**src/rtl/sd_sector_responder.sv**
```systemverilog
// SD sector responder: moves one 512-byte sector per request between an SD-style
// initiator buffer and a byte-wide backing store with a ready handshake.
module sd_sector_responder #(
   parameter int ACK_DELAY = 4,
   parameter int DIN_LAT   = 1
) (
   input  logic        clk_sys,
   input  logic        reset,
   input  logic [31:0] sd_lba,
   input  logic        sd_rd,
   input  logic        sd_wr,
   output logic        sd_ack,
   output logic [8:0]  sd_buff_addr,
   output logic [7:0]  sd_buff_dout,
   output logic        sd_buff_wr,
   input  logic [7:0]  sd_buff_din,
   output logic [40:0] st_addr,
   output logic        st_rd,
   output logic        st_wr,
   output logic [7:0]  st_wdata,
   input  logic [7:0]  st_rdata,
   input  logic        st_ready,
   output logic [15:0] sectors
);
   typedef enum logic [2:0] {
      IDLE, DELAY, RD_FETCH, RD_PUT, WR_ADDR, WR_LAT, WR_STORE, GAP
   } state_t;

   localparam logic [3:0] ACK_LAST = 4'(ACK_DELAY - 1);
   localparam logic [3:0] LAT_LAST = 4'(DIN_LAT - 1);
   localparam logic [8:0] IDX_LAST = 9'd511;

   state_t      state_q, state_d;
   logic [31:0] lba_q, lba_d;
   logic [8:0]  idx_q, idx_d;
   logic [3:0]  cnt_q, cnt_d;
   logic        is_rd_q, is_rd_d;
   logic [7:0]  rdata_q, rdata_d;
   logic [7:0]  wdata_q, wdata_d;
   logic [15:0] sectors_q, sectors_d;

   always_ff @(posedge clk_sys or posedge reset) begin
      if (reset) begin
         state_q <= IDLE;
      end else begin
         state_q <= state_d;
      end
   end

   always_ff @(posedge clk_sys or posedge reset) begin
      if (reset) begin
         lba_q     <= '0;
         idx_q     <= '0;
         cnt_q     <= '0;
         is_rd_q   <= 1'b0;
         rdata_q   <= '0;
         wdata_q   <= '0;
         sectors_q <= '0;
      end else begin
         lba_q     <= lba_d;
         idx_q     <= idx_d;
         cnt_q     <= cnt_d;
         is_rd_q   <= is_rd_d;
         rdata_q   <= rdata_d;
         wdata_q   <= wdata_d;
         sectors_q <= sectors_d;
      end
   end

   always_comb begin
      state_d = state_q;
      case (state_q)
         IDLE:     if (sd_rd || sd_wr) state_d = DELAY;
         DELAY:    if (cnt_q == ACK_LAST) state_d = is_rd_q ? RD_FETCH : WR_ADDR;
         RD_FETCH: if (st_ready) state_d = RD_PUT;
         RD_PUT:   state_d = (idx_q == IDX_LAST) ? GAP : RD_FETCH;
         WR_ADDR:  state_d = WR_LAT;
         WR_LAT:   if (cnt_q == LAT_LAST) state_d = WR_STORE;
         WR_STORE: if (st_ready) state_d = (idx_q == IDX_LAST) ? GAP : WR_ADDR;
         GAP:      state_d = IDLE;
         default:  state_d = IDLE;
      endcase
   end

   // cnt_q is shared: it times the ack delay and, per byte, the buffer read latency.
   always_comb begin
      lba_d     = lba_q;
      idx_d     = idx_q;
      cnt_d     = cnt_q;
      is_rd_d   = is_rd_q;
      rdata_d   = rdata_q;
      wdata_d   = wdata_q;
      sectors_d = sectors_q;
      case (state_q)
         IDLE: begin
            if (sd_rd || sd_wr) begin
               lba_d   = sd_lba;
               is_rd_d = sd_rd;
               idx_d   = '0;
               cnt_d   = '0;
            end
         end
         DELAY:    cnt_d = cnt_q + 4'd1;
         RD_FETCH: if (st_ready) rdata_d = st_rdata;
         RD_PUT:   if (idx_q != IDX_LAST) idx_d = idx_q + 9'd1;
         WR_ADDR:  cnt_d = '0;
         WR_LAT: begin
            if (cnt_q == LAT_LAST) wdata_d = sd_buff_din;
            else cnt_d = cnt_q + 4'd1;
         end
         WR_STORE: if (st_ready && (idx_q != IDX_LAST)) idx_d = idx_q + 9'd1;
         GAP:      sectors_d = sectors_q + 16'd1;
         default:  ;
      endcase
   end

   always_comb begin
      sd_ack     = 1'b0;
      sd_buff_wr = 1'b0;
      st_rd      = 1'b0;
      st_wr      = 1'b0;
      case (state_q)
         RD_FETCH: begin
            sd_ack = 1'b1;
            st_rd  = 1'b1;
         end
         RD_PUT: begin
            sd_ack     = 1'b1;
            sd_buff_wr = 1'b1;
         end
         WR_ADDR, WR_LAT: sd_ack = 1'b1;
         WR_STORE: begin
            sd_ack = 1'b1;
            st_wr  = 1'b1;
         end
         default: ;
      endcase
   end

   assign sd_buff_addr = idx_q;
   assign sd_buff_dout = rdata_q;
   assign st_addr      = {lba_q, idx_q};
   assign st_wdata     = wdata_q;
   assign sectors      = sectors_q;
endmodule

```
**config.mk**
```make
export PLATFORM = sky130hd
export DESIGN_NAME = sd_sector_responder
export DESIGN_NICKNAME = d
export VERILOG_FILES = /design/src/rtl/sd_sector_responder.sv
export SDC_FILE = /design/constraint.sdc
export NUM_CORES = 1
export LEC_CHECK = 0
export BUFFER_PORTS_ARGS = -buffer_cell sky130_fd_sc_hd__buf_4
export CAP_MARGIN = 20
export CELL_PAD_IN_SITES_DETAIL_PLACEMENT = 2
export CELL_PAD_IN_SITES_GLOBAL_PLACEMENT = 2
export CORE_ASPECT_RATIO = 0.75
export CORE_MARGIN = 1
export CORE_UTILIZATION = 33
export CTS_CLUSTER_DIAMETER = 150
export DETAILED_ROUTE_END_ITERATION = 7
export PLACE_DENSITY = 0.95
export SYNTH_ARGS = -nofsm -noshare
export SYNTH_HDL_FRONTEND = slang
export SYNTH_SLANG_ARGS = --single-unit
```
**constraint.sdc**
```tcl
create_clock -name clk_sys -period 7.42 [get_ports clk_sys]
set_input_delay 1.484 -clock clk_sys [delete_from_list [all_inputs] [get_ports clk_sys]]
set_output_delay 1.484 -clock clk_sys [all_outputs]
set_load 0.03 [all_outputs]
```
Word-level counts from Yosys, hierarchy flattened. Cells that the tools add are included.

Bits in registers: 81. Bits of input ports: 53. Output and inout bits: 86. Word-level logic and storage cells: 62.

Add/subtract/negate cells: 3. Equal/unequal tests: 18. Mux-type cells: 20. Reductions and logical operators: 13.

Operators by type and width (count): 2-to-1 mux 9 bit (3); one-hot mux 9 bit (3 select lines) (1); one-hot mux 3 bit (8 select lines) (1); 2-to-1 mux 3 bit (7); adder 16 x 1 -> 16 bit, second input constant (1); inequality test 2 bit, second input constant (8); one-hot mux 4 bit (4 select lines) (1); == test 3 bit, second input constant (4); adder 9 x 1 -> 9 bit, second input constant (1); == test 9 bit, second input constant (1); inequality test 9 bit, second input constant (1); 2-to-1 mux 4 bit (2); == test 3 x 2 -> 1 bit, second input constant (2); AND reduction 2 bit (3); AND reduction 5 bit (1); OR reduction 5 bit (1); adder 4 x 1 -> 4 bit, second input constant (1); == test 4 x 2 -> 1 bit, second input constant (1); logical NOT 4 bit (1); 2-to-1 mux 1 bit (4); AND reduction 4 bit (1); nonzero test 4 bit (1); == test 3 x 1 -> 1 bit, second input constant (1); logical NOT 3 bit (1); 5 further kinds (5).

Depth between registers and ports, before layout.
Word-level depth: 4. Depth in mapped cells: 8.

Least setup slack after synthesis. No wires, ideal clock.

Path type: reg-to-output. From: reg state_q[2]. To: out st_wr. Data arrival time: 1437 ps. Required time: 5936 ps. Path slack: 4499 ps. Cell stages (with the launch flop): 5. Cell sequence: dfrtp_1 -> buf_4 -> buf_2 -> inv_1 -> nor3_1.

Longest elaborated chain between the ends: 2.

RTL lines: start, declared (line 33) `state_t state_q, state_d;`; start signal, assigned (line 46) `state_q <= state_d;`; == test 3 bit (line 122) `case (state_q)`; 2-to-1 mux 1 bit (line 122); end, declared (line 19) `output logic st_wr,`.

No other way between the ends.

Worst setup path after layout.
From: reg state_q[0]. To: out sd_ack.

Longest elaborated chain between the ends: 3. Elaborated cells between the ends (all ways): 7. Those cells by class: eq/ne (5); mux (1); reduce/logical (1).

RTL lines: == test 3 bit / == test 3 x 2 -> 1 bit (equally long branches) (line 122); OR reduction 5 bit (no source line) (*); 2-to-1 mux 1 bit (*) (line 122); end, declared (line 12) `output logic sd_ack,`.

Mark *: on every way between the ends. The rest lies on a longest branch, timed or not.

==> results.toml <==
[critical_path]
arrival_ns = 1.87
cp_slowest_cell = "dfrtp_1"
startpoint_type = "flop"
worst-path-max-fanout = 23
crit_family = "flip-flops"
crit_path_max_incr_delay_ns = 0.79
cp_common_cell = "nor2_1"
rrSetupSlack_ns = 5.09
cp_cell_sequence = "nand2_1, nor2_1, nor2_1, buf_4"
critPathKind = "flop to primary output"
crit_buf_inv = 1
cp-end-kind = "primary output"
cp.required_ns = 5.94

[clock_network]
holdBufCountCts = 0
cts_sinks = 81
cts_tree = "done"
cts_root_buffer = "clkbuf_16"
clk_pin_slew_worst_paths_ns = 0.06
cts_buffers = 9
post_cts_buffers = 0
htree_levels = 3
clkLatencyLatePin_ns = 0.34
cts_resized = 0
clock_path_buffers = 2

[global_routing]
overflow = 0
grt.total_usage_pct = 19.8
grt_pass1_wl_um = 17000
grt_pass1_vias = 3182
grt_max_degree = 82
grt_antenna_before_repair = 0

[hold_path]
hold_path.class = "flop to flop"

[synthesis]
synthesis.nets = 357
postSynthCellCount = 299
synth-simple-area-share_pct = 13.4
ys_warn_count = 0
synth_top_family_by_area = "multiplexers"
ys_seq_area_share_pct = 55.9
syn_area_per_cell_um2 = 12.1
ys_types = 41
synth_xor_area_share_pct = 3.62
yosys.area_share.adder_pct = 1.73
synth-seq-cells = 81
syn_area_um2 = 3620
muxShareOfSynthArea_pct = 14.9
synth_compound_gate_area_share_pct = 6.11

[final_layout]
synthToLayoutAreaGrowth_pct = 39.6
antennaDiodeCount = 0
drive_gt1_share_pct = 48.4
final_nets = 491

[power]
p_total_w = 0.00133
power.density_nw_per_um2 = 264
leakagePower_nw = 2.59
peakVddDrop_mv = 0.158

[sta]
hold_viol = 0
timing.final.crit_period_ns = 3.35
fin_skew_ns = 0.00540
rsz0062_at_grt = "no"
maxSlewHeadroom_pct = 45.4
fin_crit_sh_pct = 45.2
tightest_slew_ns = 0.809
final.setup.tns_ns = 0
fmax_mhz = 298
finalSetupViolations = 0
slew_viol_final = 0

[floorplanning]
core_um2 = 10500
dieArea_um2 = 11400
die_h_um = 92.8
ios = 139
rows = 32
initial_core_util_pct = 34.6
fp.dieW_um = 123

[routing]
vias_per_cell = 5.03
drt-pass1-iter-count = 4
via_count = 2886
drcViolationCount = 0
routedWlPerCell_um = 18.6
wirelength_um = 10700
ant_nets = 0
drt_iter0_markers = 106

[placed_design]
place_hpwl_um = 8040
routabilityCongestion = 0.802
portBuffers = 138

[flow_run]
drv_cap = 0

[status]
status = "complete, no violations"
worst register-to-register path, cell delays in order, from the launching register on:
cell      delay [ns]
dfrtp_1         0.44
ha_1            0.29
nand3_1         0.11
nor2_1          0.05
ha_1            0.24
nand2b_1        0.21
a21oi_1         0.32
nor2_1          0.17
a221o_1         0.38
cell usage in the layout (no fill, tap or decap), drive strengths merged, types with 2 or more instances in the layout:
cell	Yosys	final
a21oi	6	6
nand2b	4	4
and3	4	4
xnor2	13	13
nand4	8	8
nor3b	5	5
dfrtp	81	81
clkbuf	1	10
nor2	12	12
o21ai	11	11
clkinvlp	0	2
xor2	2	2
mux2	48	48
a22o	2	2
inv	9	8
and2	2	2
nor3	5	5
nor2b	3	3
nand2	23	23
buf	17	141
nand3	18	18
o22ai	2	2
a31oi	5	5
clkinv	0	4
ha	5	5
cells in the mapped netlist (all sizes together):
cell type / count / area share, %
inv: 9 / 0.93
ha: 5 / 1.7
a21boi: 1 / 0.21
nand2: 23 / 2.4
o21ai: 11 / 1.5
a211o: 1 / 0.24
clkbuf: 1 / 0.10
dfrtp: 81 / 56
nor2b: 3 / 0.52
and3: 4 / 0.69
buf: 17 / 3.3
a221o: 1 / 0.28
xnor2: 13 / 3.1
mux2: 48 / 15
a22o: 2 / 0.48
o31ai: 1 / 0.21
nand4: 8 / 1.4
a22oi: 1 / 0.21
nand3: 18 / 2.5
nor4: 1 / 0.35
xor2: 2 / 0.48
nor4b: 1 / 0.66
nor3b: 5 / 1.3
a21o: 1 / 0.21
a21oi: 6 / 0.83
nor3: 5 / 0.83
a31oi: 5 / 0.86
and2: 2 / 0.35
nor2: 12 / 1.2
o22ai: 2 / 0.35
a2111oi: 1 / 0.24
nand2b: 4 / 0.69
and4: 1 / 0.24
o41ai: 1 / 0.24
nand3b: 1 / 0.21
o311ai: 1 / 0.24
stage by stage:
| stage | cells | utilization (%) | setup slack (ns) | hold slack (ns) | instance area [µm²] |
|---|---|---|---|---|---|
| after floorplan | 299 | - | 3.86 | 0.488 | 3620 |
| after detailed placement | 557 | 45.1 | 4.41 | 0.495 | 4730 |
| after global routing | 574 | 48.2 | 3.92 | 0.526 | 5060 |
| after global placement | 557 | 45.1 | 4.46 | 0.463 | 4730 |
| final | 574 | 48.2 | 4.07 | 0.505 | 5060 |
| after CTS | 573 | 48.0 | 4.03 | 0.505 | 5030 |
path summary, 6_finish.rpt:
| path | startpoint | end | cells after the start |
|---|---|---|---|
| setup reg to reg | sd_buff_addr[0] | sd_buff_addr[2] | 8 |
| min in group asynchronous | reset | lba_q[7] | 3 |
| hold reg to reg | sectors[8] | sectors[8] | 1 |
| setup / recovery | state_q[0] | sd_ack | 4 |
| hold / removal | sectors[8] | sectors[8] | 1 |
| max in group asynchronous | reset | sectors[13] | 4 |
sequential cells by signal, indices dropped and copies added, names as in the netlist:
signal	cells
cnt_q	4
is_rd_q	1
lba_q	32
sd_buff_addr	9
sd_buff_dout	8
sectors	16
st_wdata	8
state_q	3
area by class of cell:
cell class	count	area, µm²
fill	1085	5430
sequential	81	2030
multi-input combinational	191	1440
timing repair buffer	141	1080
clock buffer	10	239
tap	136	170
clock inverter	6	67.6
inverter	9	35.0
logic make-up (layout without fill, tap and decap cells):
logic type,count (synthesis),after routing
buffers and inverters,27,166
DFF,81,81
xor gates and xnor gates,15,15
muxes,48,48
and+or+nand+nor,88,88
adders and majority gates,5,5
AOI/OAI and AO/OA,35,35
power by group:
part	switching [W]	internal, W	total, W
logic	0.000209	0.000134	0.000343
registers	0.0000539	0.000480	0.000533
clock network	0.000187	0.000270	0.000457
metal layers:
layer | track usage (%) | share of wire, % | routed length (µm)
met5 | 0 | 0 | 0
met4 | 4.82 | 0.99 | 106
met3 | 8.07 | 8.1 | 863
met2 | 34.0 | 51 | 5430
met1 | 22.9 | 40 | 4290
Power figures use the tool's default switching activity.
